$ cat src/rtl/idct2_1d_serial.sv
// Serial 1-D inverse DCT-II for N = 4/8/16/32: one coefficient-by-matrix MAC per
// cycle, N*N cycles per vector, samples rounded, shifted and saturated to 16 bits.
module idct2_1d_serial #(
    parameter int SHIFT = 7
) (
    input  logic         clk,
    input  logic         rst,
    input  logic         in_valid,
    output logic         in_ready,
    input  logic [1:0]   N_in,
    input  logic [0:511] X_test,
    output logic         out_valid,
    input  logic         out_ready,
    output logic [0:511] Y
);

    typedef enum logic [1:0] {S_IDLE, S_MAC, S_DONE} state_t;

    localparam logic signed [31:0] RND = 32'sd1 <<< (SHIFT - 1);

    state_t              state_q, state_d;
    logic [0:511]        x_q, x_d;
    logic [0:511]        y_q, y_d;
    logic [1:0]          nsel_q, nsel_d;
    logic [4:0]          n_q, n_d;
    logic [4:0]          k_q, k_d;
    logic signed [31:0]  acc_q, acc_d;
    logic                ov_q, ov_d;

    logic [4:0]          nm1;
    logic [4:0]          krow;
    logic signed [7:0]   coef;
    logic signed [15:0]  xk;
    logic signed [31:0]  prod;
    logic signed [31:0]  sum;
    logic signed [31:0]  shf;
    logic [15:0]         y_val;

    function automatic logic signed [7:0] cv(input logic [4:0] i);
        logic signed [7:0] r;
        case (i)
            5'd1:  r = 8'sd90;  5'd2:  r = 8'sd90;  5'd3:  r = 8'sd90;  5'd4:  r = 8'sd89;
            5'd5:  r = 8'sd88;  5'd6:  r = 8'sd87;  5'd7:  r = 8'sd85;  5'd8:  r = 8'sd83;
            5'd9:  r = 8'sd82;  5'd10: r = 8'sd80;  5'd11: r = 8'sd78;  5'd12: r = 8'sd75;
            5'd13: r = 8'sd73;  5'd14: r = 8'sd70;  5'd15: r = 8'sd67;  5'd16: r = 8'sd64;
            5'd17: r = 8'sd61;  5'd18: r = 8'sd57;  5'd19: r = 8'sd54;  5'd20: r = 8'sd50;
            5'd21: r = 8'sd46;  5'd22: r = 8'sd43;  5'd23: r = 8'sd38;  5'd24: r = 8'sd36;
            5'd25: r = 8'sd31;  5'd26: r = 8'sd25;  5'd27: r = 8'sd22;  5'd28: r = 8'sd18;
            5'd29: r = 8'sd13;  5'd30: r = 8'sd9;   5'd31: r = 8'sd4;
            default: r = 8'sd0;
        endcase
        return r;
    endfunction

    // k*(2n+1) mod 128 never lands on 0/32/64/96 for k in 1..31, so the
    // four quadrant cases below are exhaustive.
    function automatic logic signed [7:0] t32(input logic [4:0] k, input logic [4:0] n);
        logic [6:0]        m;
        logic signed [7:0] r;
        m = 7'({7'd0, k} * {6'd0, n, 1'b1});
        if (k == 5'd0)        r = 8'sd64;
        else if (m < 7'd32)   r = cv(m[4:0]);
        else if (m < 7'd64)   r = -cv(5'(7'd64 - m));
        else if (m < 7'd96)   r = -cv(5'(m - 7'd64));
        else                  r = cv(5'(8'd128 - {1'b0, m}));
        return r;
    endfunction

    assign nm1  = 5'((6'd4 << nsel_q) - 6'd1);
    assign krow = 5'(k_q << (2'd3 - nsel_q));
    assign coef = t32(krow, n_q);
    assign xk   = x_q[{k_q, 4'b0000} +: 16];
    assign prod = 32'(coef) * 32'(xk);
    assign sum  = acc_q + prod;
    assign shf  = (sum + RND) >>> SHIFT;

    always_comb begin
        if (shf > 32'sd32767)       y_val = 16'h7fff;
        else if (shf < -32'sd32768) y_val = 16'h8000;
        else                        y_val = shf[15:0];
    end

    always_comb begin
        state_d = state_q;
        x_d     = x_q;
        y_d     = y_q;
        nsel_d  = nsel_q;
        n_d     = n_q;
        k_d     = k_q;
        acc_d   = acc_q;
        ov_d    = ov_q;
        case (state_q)
            S_IDLE: begin
                if (in_valid) begin
                    x_d     = X_test;
                    nsel_d  = N_in;
                    acc_d   = '0;
                    y_d     = '0;
                    n_d     = '0;
                    k_d     = '0;
                    state_d = S_MAC;
                end
            end
            S_MAC: begin
                if (k_q == nm1) begin
                    y_d[{n_q, 4'b0000} +: 16] = y_val;
                    acc_d = '0;
                    k_d   = '0;
                    if (n_q == nm1) begin
                        state_d = S_DONE;
                        ov_d    = 1'b1;
                    end else begin
                        n_d = n_q + 5'd1;
                    end
                end else begin
                    acc_d = sum;
                    k_d   = k_q + 5'd1;
                end
            end
            S_DONE: begin
                if (out_ready) begin
                    state_d = S_IDLE;
                    ov_d    = 1'b0;
                end
            end
            default: state_d = S_IDLE;
        endcase
    end

    always_ff @(posedge clk) begin
        if (rst) begin
            state_q <= S_IDLE;
            x_q     <= '0;
            y_q     <= '0;
            nsel_q  <= '0;
            n_q     <= '0;
            k_q     <= '0;
            acc_q   <= '0;
            ov_q    <= 1'b0;
        end else begin
            state_q <= state_d;
            x_q     <= x_d;
            y_q     <= y_d;
            nsel_q  <= nsel_d;
            n_q     <= n_d;
            k_q     <= k_d;
            acc_q   <= acc_d;
            ov_q    <= ov_d;
        end
    end

    assign in_ready  = (state_q == S_IDLE) && !rst;
    assign out_valid = ov_q;
    assign Y         = y_q;

endmodule
$ cat config.mk
export PLATFORM = sky130hd
export DESIGN_NAME = idct2_1d_serial
export DESIGN_NICKNAME = d
export VERILOG_FILES = /design/src/rtl/idct2_1d_serial.sv
export SDC_FILE = /design/constraint.sdc
export NUM_CORES = 2
export LEC_CHECK = 0
export BUFFER_PORTS_ARGS = -buffer_cell sky130_fd_sc_hd__buf_2
export CORE_AREA = 5 5 395 397
export DETAILED_ROUTE_END_ITERATION = 7
export DIE_AREA = 0 0 400 402
export GPL_TIMING_DRIVEN = 1
export PLACE_DENSITY = 0.52
export SLEW_MARGIN = 30
export SYNTH_ARGS = -nofsm -noshare
export SYNTH_HDL_FRONTEND = slang
export SYNTH_SLANG_ARGS = --single-unit
$ cat constraint.sdc
create_clock -name clk -period 12.46 [get_ports clk]
set_clock_uncertainty 0.05 [all_clocks]
set_input_delay 3.115 -clock clk [delete_from_list [all_inputs] [get_ports clk]]
set_output_delay 3.115 -clock clk [all_outputs]
set_load 0.02 [all_outputs]
# [Word-level counts from Yosys, hierarchy flattened]
# Memory sizes are Yosys's and may differ from the RTL's.
# Cells that the tools add are included.
[totals] mem_bits_ro=896 inputBits=518 n_memories=4 reg_bits=1071 out_inout_bits=514 elab_cells=94
[mem_list] name="(no name shown)" depth=32 width=7 read_ports=1 rd_ports_with_merged_regs=0 write_ports=0 line_no="41" source="case (i)"
[mem_list] name="(no name shown)" depth=32 width=7 read_ports=1 rd_ports_with_merged_regs=0 write_ports=0 line_no="41"
[mem_list] name="(no name shown)" depth=32 width=7 read_ports=1 rd_ports_with_merged_regs=0 write_ports=0 line_no="41"
[mem_list] name="(no name shown)" depth=32 width=7 read_ports=1 rd_ports_with_merged_regs=0 write_ports=0 line_no="41"
[classes] addsub=12 eq_ne=9 reduce_logical=12 bitwise=2 magnitude_cmp=5 shift=5 mux=35 multipliers=2
[ops] operator="512-bit two-way mux" n=2
[ops] operator="512-bit case mux with 2 select lines" n=1
[ops] operator="513-bit by 11-bit variable shift with 512-bit output, first input constant" n=1
[ops] operator="512-bit by 10-bit indexed part select with 513-bit output" n=1
[ops] operator="513-bit by 11-bit indexed part select with 512-bit output" n=1
[ops] operator="512-bit bitwise mux" n=1
[ops] operator="8-bit two-way mux" n=11
[ops] operator="32-bit two-way mux" n=2
[ops] operator="32-bit case mux with 2 select lines" n=1
[ops] operator="32-bit by 24-bit adder with 32-bit output" n=1
[ops] operator="32-bit by 8-bit adder with 32-bit output, second input constant" n=1
[ops] operator="16-bit two-way mux" n=2
[ops] operator="25-bit by 16-bit greater-than comparator with 1-bit output, second input constant" n=1
[ops] operator="25-bit by 16-bit < comparator with 1-bit output, second input constant" n=1
[ops] operator="8-bit by 16-bit multiplier with 24-bit output" n=1
[ops] operator="5-bit two-way mux" n=4
[ops] operator="9-bit inverter with 10-bit output" n=2
[ops] operator="5-bit case mux with 2 select lines" n=2
[ops] operator="8-bit negator" n=2
[ops] operator="7-bit < comparator, second input constant" n=2
[ops] operator="4-bit AND reduction" n=3
[ops] operator="10-bit negator with 11-bit output" n=1
[ops] operator="5-bit by 1-bit adder with 5-bit output, second input constant" n=2
[ops] operator="5-bit == test" n=2
[ops] operator="other kinds (21)" n=34

# [Logic depth before layout (Yosys ltp)]
# An unclocked memory read counts as a cell.
[logic_depth] ltp_word=24 depth_mapped=50 mapped_depth_nobuf=42

# [Worst setup path after synthesis]
# No wires, ideal clock.
[synth_timing] kind="reg2reg" startpoint="register nsel_q[0]" endpoint="register y_q (netlist bit Y[465])" slack_ps=218 stages_incl_launch_ff=44 path_buffers=7 t_arrival_ps=12054 setup_ps=138 period_less_slack_ps=12242 t_required_ps=12272 cell_sequence="dfxtp_1 clkbuf_1 clkbuf_1 nand2_1 mux2i_1 nand2_1 fa_1 fa_1 fa_1 inv_1 ha_1 xnor2_1 xnor2_1 o2111ai_1 o21ai_0 inv_1 ha_1 mux4_2 [8 not listed] inv_1 ha_1 ha_1 clkbuf_1 and4_1 or4b_1 o32ai_1 a21oi_1 a21oi_1 o21ai_0 o311a_1 nor3_1 xor2_1 buf_4 buf_4 o2111ai_1 clkbuf_1 o211ai_1"
[synth_between] elab_chain_cells=24 elab_cells_between_ends=43 cone_classes="9 x add/sub; 2 x mul; 5 x order compare; 2 x eq/ne; 3 x shift; 16 x mux; 2 x reduce/logical; 4 x memory"
[synth_rtl] item="start, declared" line_no="24" source="logic [1:0] nsel_q, nsel_d;"
[synth_rtl] item="start signal, assigned" line_no="144" source="nsel_q <= nsel_d;"
[synth_rtl] item="2-bit subtractor" line_no="70" source="assign krow = 5'(k_q << (2'd3 - nsel_q));"
[synth_rtl] item="5-bit by 2-bit << shifter with 5-bit output" line_no="70"
[synth_rtl] item="5-bit by 6-bit multiplier with 7-bit output" line_no="60" source="m = 7'({7'd0, k} * {6'd0, n, 1'b1});"
[synth_rtl] item="5-bit by 1-bit subtractor with 5-bit output" line_no="64" source="else if (m < 7'd96) r = -cv(5'(m - 7'd64));"
[synth_rtl] item="memory read 32 x 7 bit"
[synth_rtl] item="8-bit two-way mux" line_no="64"
[synth_rtl] item="8-bit two-way mux" line_no="63" source="else if (m < 7'd64) r = -cv(5'(7'd64 - m));"
[synth_rtl] item="8-bit two-way mux" line_no="62" source="else if (m < 7'd32) r = cv(m[4:0]);"
[synth_rtl] item="[8 not listed]"
[synth_rtl] item="32-bit by 8-bit adder with 32-bit output" line_no="75" source="assign shf = (sum + RND) >>> SHIFT;"
[synth_rtl] item="25-bit by 16-bit < comparator with 1-bit output" line_no="79" source="else if (shf < -32'sd32768) y_val = 16'h8000;"
[synth_rtl] item="16-bit two-way mux" line_no="79"
[synth_rtl] item="16-bit two-way mux" line_no="78" source="if (shf > 32'sd32767) y_val = 16'h7fff;"
[synth_rtl] item="513-bit by 11-bit indexed part select with 512-bit output" line_no="106" source="y_d[{n_q, 4'b0000} +: 16] = y_val;"
[synth_rtl] item="512-bit bitwise mux" line_no="106"
[synth_rtl] item="512-bit two-way mux" line_no="105" source="if (k_q == nm1) begin"
[synth_rtl] item="512-bit case mux with 2 select lines" line_no="92" source="case (state_q)"
[synth_rtl] item="end signal, assigned" line_no="143" source="y_q <= y_d;"
[synth_rtl] item="end, declared" line_no="23" source="logic [0:511] y_q, y_d;"
# Several ways; a longest one is shown, not always the timed one. The select of a mux whose other input is x is not followed.
# A chain may end at the register's enable or synchronous reset.

# [Worst setup path after layout]
[layout_timing] startpoint="register nsel_q[0]" endpoint="register y_q (netlist bit Y[177])"
# Same word-level chain as after synthesis.

==> flow_summary.toml <==
[place]
gp_congestion = 0.904
dpl.cell_count = 8439
numPortBuffers = 1031
placed_cell_area_um2 = 57800
dp.final_hpwl_mm = 161

[min_path]
worst_hold_path.endpoint = "x_q[449]"
worstHoldStart = "x_q[449]"
hp-class = "register to register"
holdPathStages = 2

[synthesis]
async_reset_ff_frac = 0
synth_top_area_share = 0.429
yosys.area.top_type = "dfxtp_1"
synthTopCellsByCount = "1,659 x nand2_1, 1,071 x dfxtp_1, 600 x a21oi_1"
synth_cell_type_count = 70
synth_seq_cells = 1071
syn_nets = 6439
synth-edff-count = 0
syn_inst = 5656
seq_area_frac_synth = 0.429
syn_area_um2 = 50000
syn_area_per_cell_um2 = 8.84
synth_ff_type = "dfxtp_1"
synthTopCellsByArea = "dfxtp_1 43%, nand2_1 12%, o211ai_1 7.5%"
yosysMostFrequentCell = "nand2_1"
ys_warn_count = 0

[grt]
grt_antenna_before_repair = 57
track_usage = 0.255
grt_pass1_wl_mm = 309
grt_pass1_vias = 44200
grt_max_degree = 234
overflow = 0

[finish]
final_util = 0.411
final_layout_size_suffix_gt1_frac = 0.253
fillCellCount = 15400
stdcell_count = 8697
fin_area_um2 = 62300
area_growth_pct = 24.5
multi_input_area_um2 = 26600
seqCellArea_um2 = 21500
nNetsFinal = 7329

[clocking]
clk_latency_ns = 0.80
clockBufferDepth = 3
tritoncts = "yes"
cts_hold_buf = 0
clk_pin_slew_worst_paths_ns = 0.06
clock_sinks = 1071
htreeDepth = 3
cts_root_buf = "clkbuf_16"
cts_buffers = 117

[sta]
worstMarginPinSlew_ns = 1.08
fmax_mhz = 83.5
relSlewSlack = 0.278
setup_viol = 0
drv_slew = 0
hold_violations = 0
post-route-period-util = 0.961
fin_crit_ns = 11.98

[die]
num_rows = 143
core-area_um2 = 152000
initial_core_util = 0.330
die_area_um2 = 161000
die_height_um = 402
die_w_um = 400
ioPinCount = 1032

[route]
viasPerCell = 5.28
dr.pass1.iters = 6
post-route-drc-count = 0
totalWireLength_mm = 214
wl_per_cell_um = 24.6
vias = 45900
antenna_left = 0
detail_route.iter0.violations = 3713

[worst_setup_path]
path_class = "register to register"
ff2ff_path_depth = 44
endpoint_kind = "register"
crit_cells = 44
r2r_end = "Y[177]"
cpMaxStageDelayCell = "or4b_1"
critPathTopFamily = "adder cells"
start_kind = "register"
r2r_slack_ns = 0.48
path_buf_inv = 10
reg2reg_from = "nsel_q[0]"
cp_data_arrival_time_ns = 12.54
required_ns = 13.02
critical-path-max-stage-delay_ns = 0.55
worstPathMaxFanout = 20

[power]
p_per_area_nw_per_um2 = 135
p_leak_nw = 25.7
irDropWorstVdd_uv = 137

[flow_run]
drv_cap = 0

[run_status]
status = "finished, final reports clean"
worst max path at each step:
stage               slack (ns)      start      to
floorplan                 0.22  nsel_q[0]  Y[465]
global placement          0.29  nsel_q[1]   Y[84]
detailed placement        0.24  nsel_q[1]   Y[46]
CTS                       0.13  nsel_q[1]  Y[187]
global route             -0.01  nsel_q[0]   Y[88]
finish                    0.48  nsel_q[0]  Y[177]
stage by stage:
stage / power (mW) / worst slack, ns / setup TNS [ns] / hold WS (ns)
5_1_grt: 8.71 / -0.0117 / -0.0117 / 0.415
4_1_cts: 8.45 / 0.126 / 0 / 0.402
6_report: 8.42 / 0.485 / 0 / 0.402
2_1_floorplan: 4.27 / 0.218 / 0 / 0.383
3_5_place_dp: 4.82 / 0.242 / 0 / 0.394
3_3_place_gp: 4.80 / 0.289 / 0 / 0.389
state kept, by name, indices dropped and copies added (netlist names):
name,cells
state_q,2
Y,512
x_q,512
out_valid,1
k_q,5
acc_q,32
n_q,5
nsel_q,2
placed cells by master (no fill, tap or decap), types with 57 or more instances in the layout:
master and n:
nand2_1 1658, clkbuf_16 118, nor2_1 213, ha_1 95, dfxtp_1 1066, o21ai_0 57
mux4_2 161, a21oi_1 590, inv_1 154, o211ai_1 499, buf_4 168, fa_1 166
buf_2 1030
what timing repair did:
| item | 4_1_cts | 5_1_grt |
|---|---|---|
| resized for setup | 0 | 27 |
| buffers inserted | 0 | 16 |
| endpoints found under the setup margin | 0 | 512 |
logic make-up after synthesis:
family                     Yosys count  share of synthesized area
adders and majority gates          265                     0.0915
AOI/OAI and AO/OA                 1353                      0.173
buffers and inverters              614                     0.0480
and+or+nand+nor                   2088                      0.167
DFF                               1071                      0.429
xor gates and xnor gates            68                     0.0119
muxes                              197                     0.0799
worst register-to-register path: cells and delay by family, from the launching register on:
| family | cells | cell delay [ns] |
|---|---|---|
| adder cells (fa/ha/maj) | 11 | 4.41 |
| AO/OA/AOI/OAI | 12 | 2.66 |
| buffers and inverters | 10 | 1.83 |
| AND/OR/NAND/NOR | 7 | 1.65 |
| multiplexers | 3 | 0.68 |
| flip-flops | 1 | 0.31 |
| XOR/XNOR | 1 | 0.26 |
final cells by class:
cell class | count | share of cell area
antenna | 25 | 0.00100
tap | 2030 | 0.0408
timing repair buffer | 1230 | 0.113
clock buffer | 160 | 0.0535
multi-input combinational | 3971 | 0.426
clock inverter | 55 | 0.0117
inverter | 155 | 0.00934
sequential | 1071 | 0.344
power breakdown:
part | switching [mW] | internal, mW
Sequential | 0.0553 | 3.52
Clock | 1.56 | 2.08
Combinational | 0.794 | 0.413
Total | 2.41 | 6.01
per-layer routing:
| metal | GRT usage | wire [µm] | up-vias |
|---|---|---|---|
| li1 | - | - | 21300 |
| met1 | 0.327 | 87900 | 22400 |
| met2 | 0.417 | 100000 | 1719 |
| met3 | 0.0497 | 15200 | 385 |
| met4 | 0.112 | 10500 | 26 |
| met5 | 0 | 171 | - |
No activity file was read; power rests on OpenSTA's default activity.
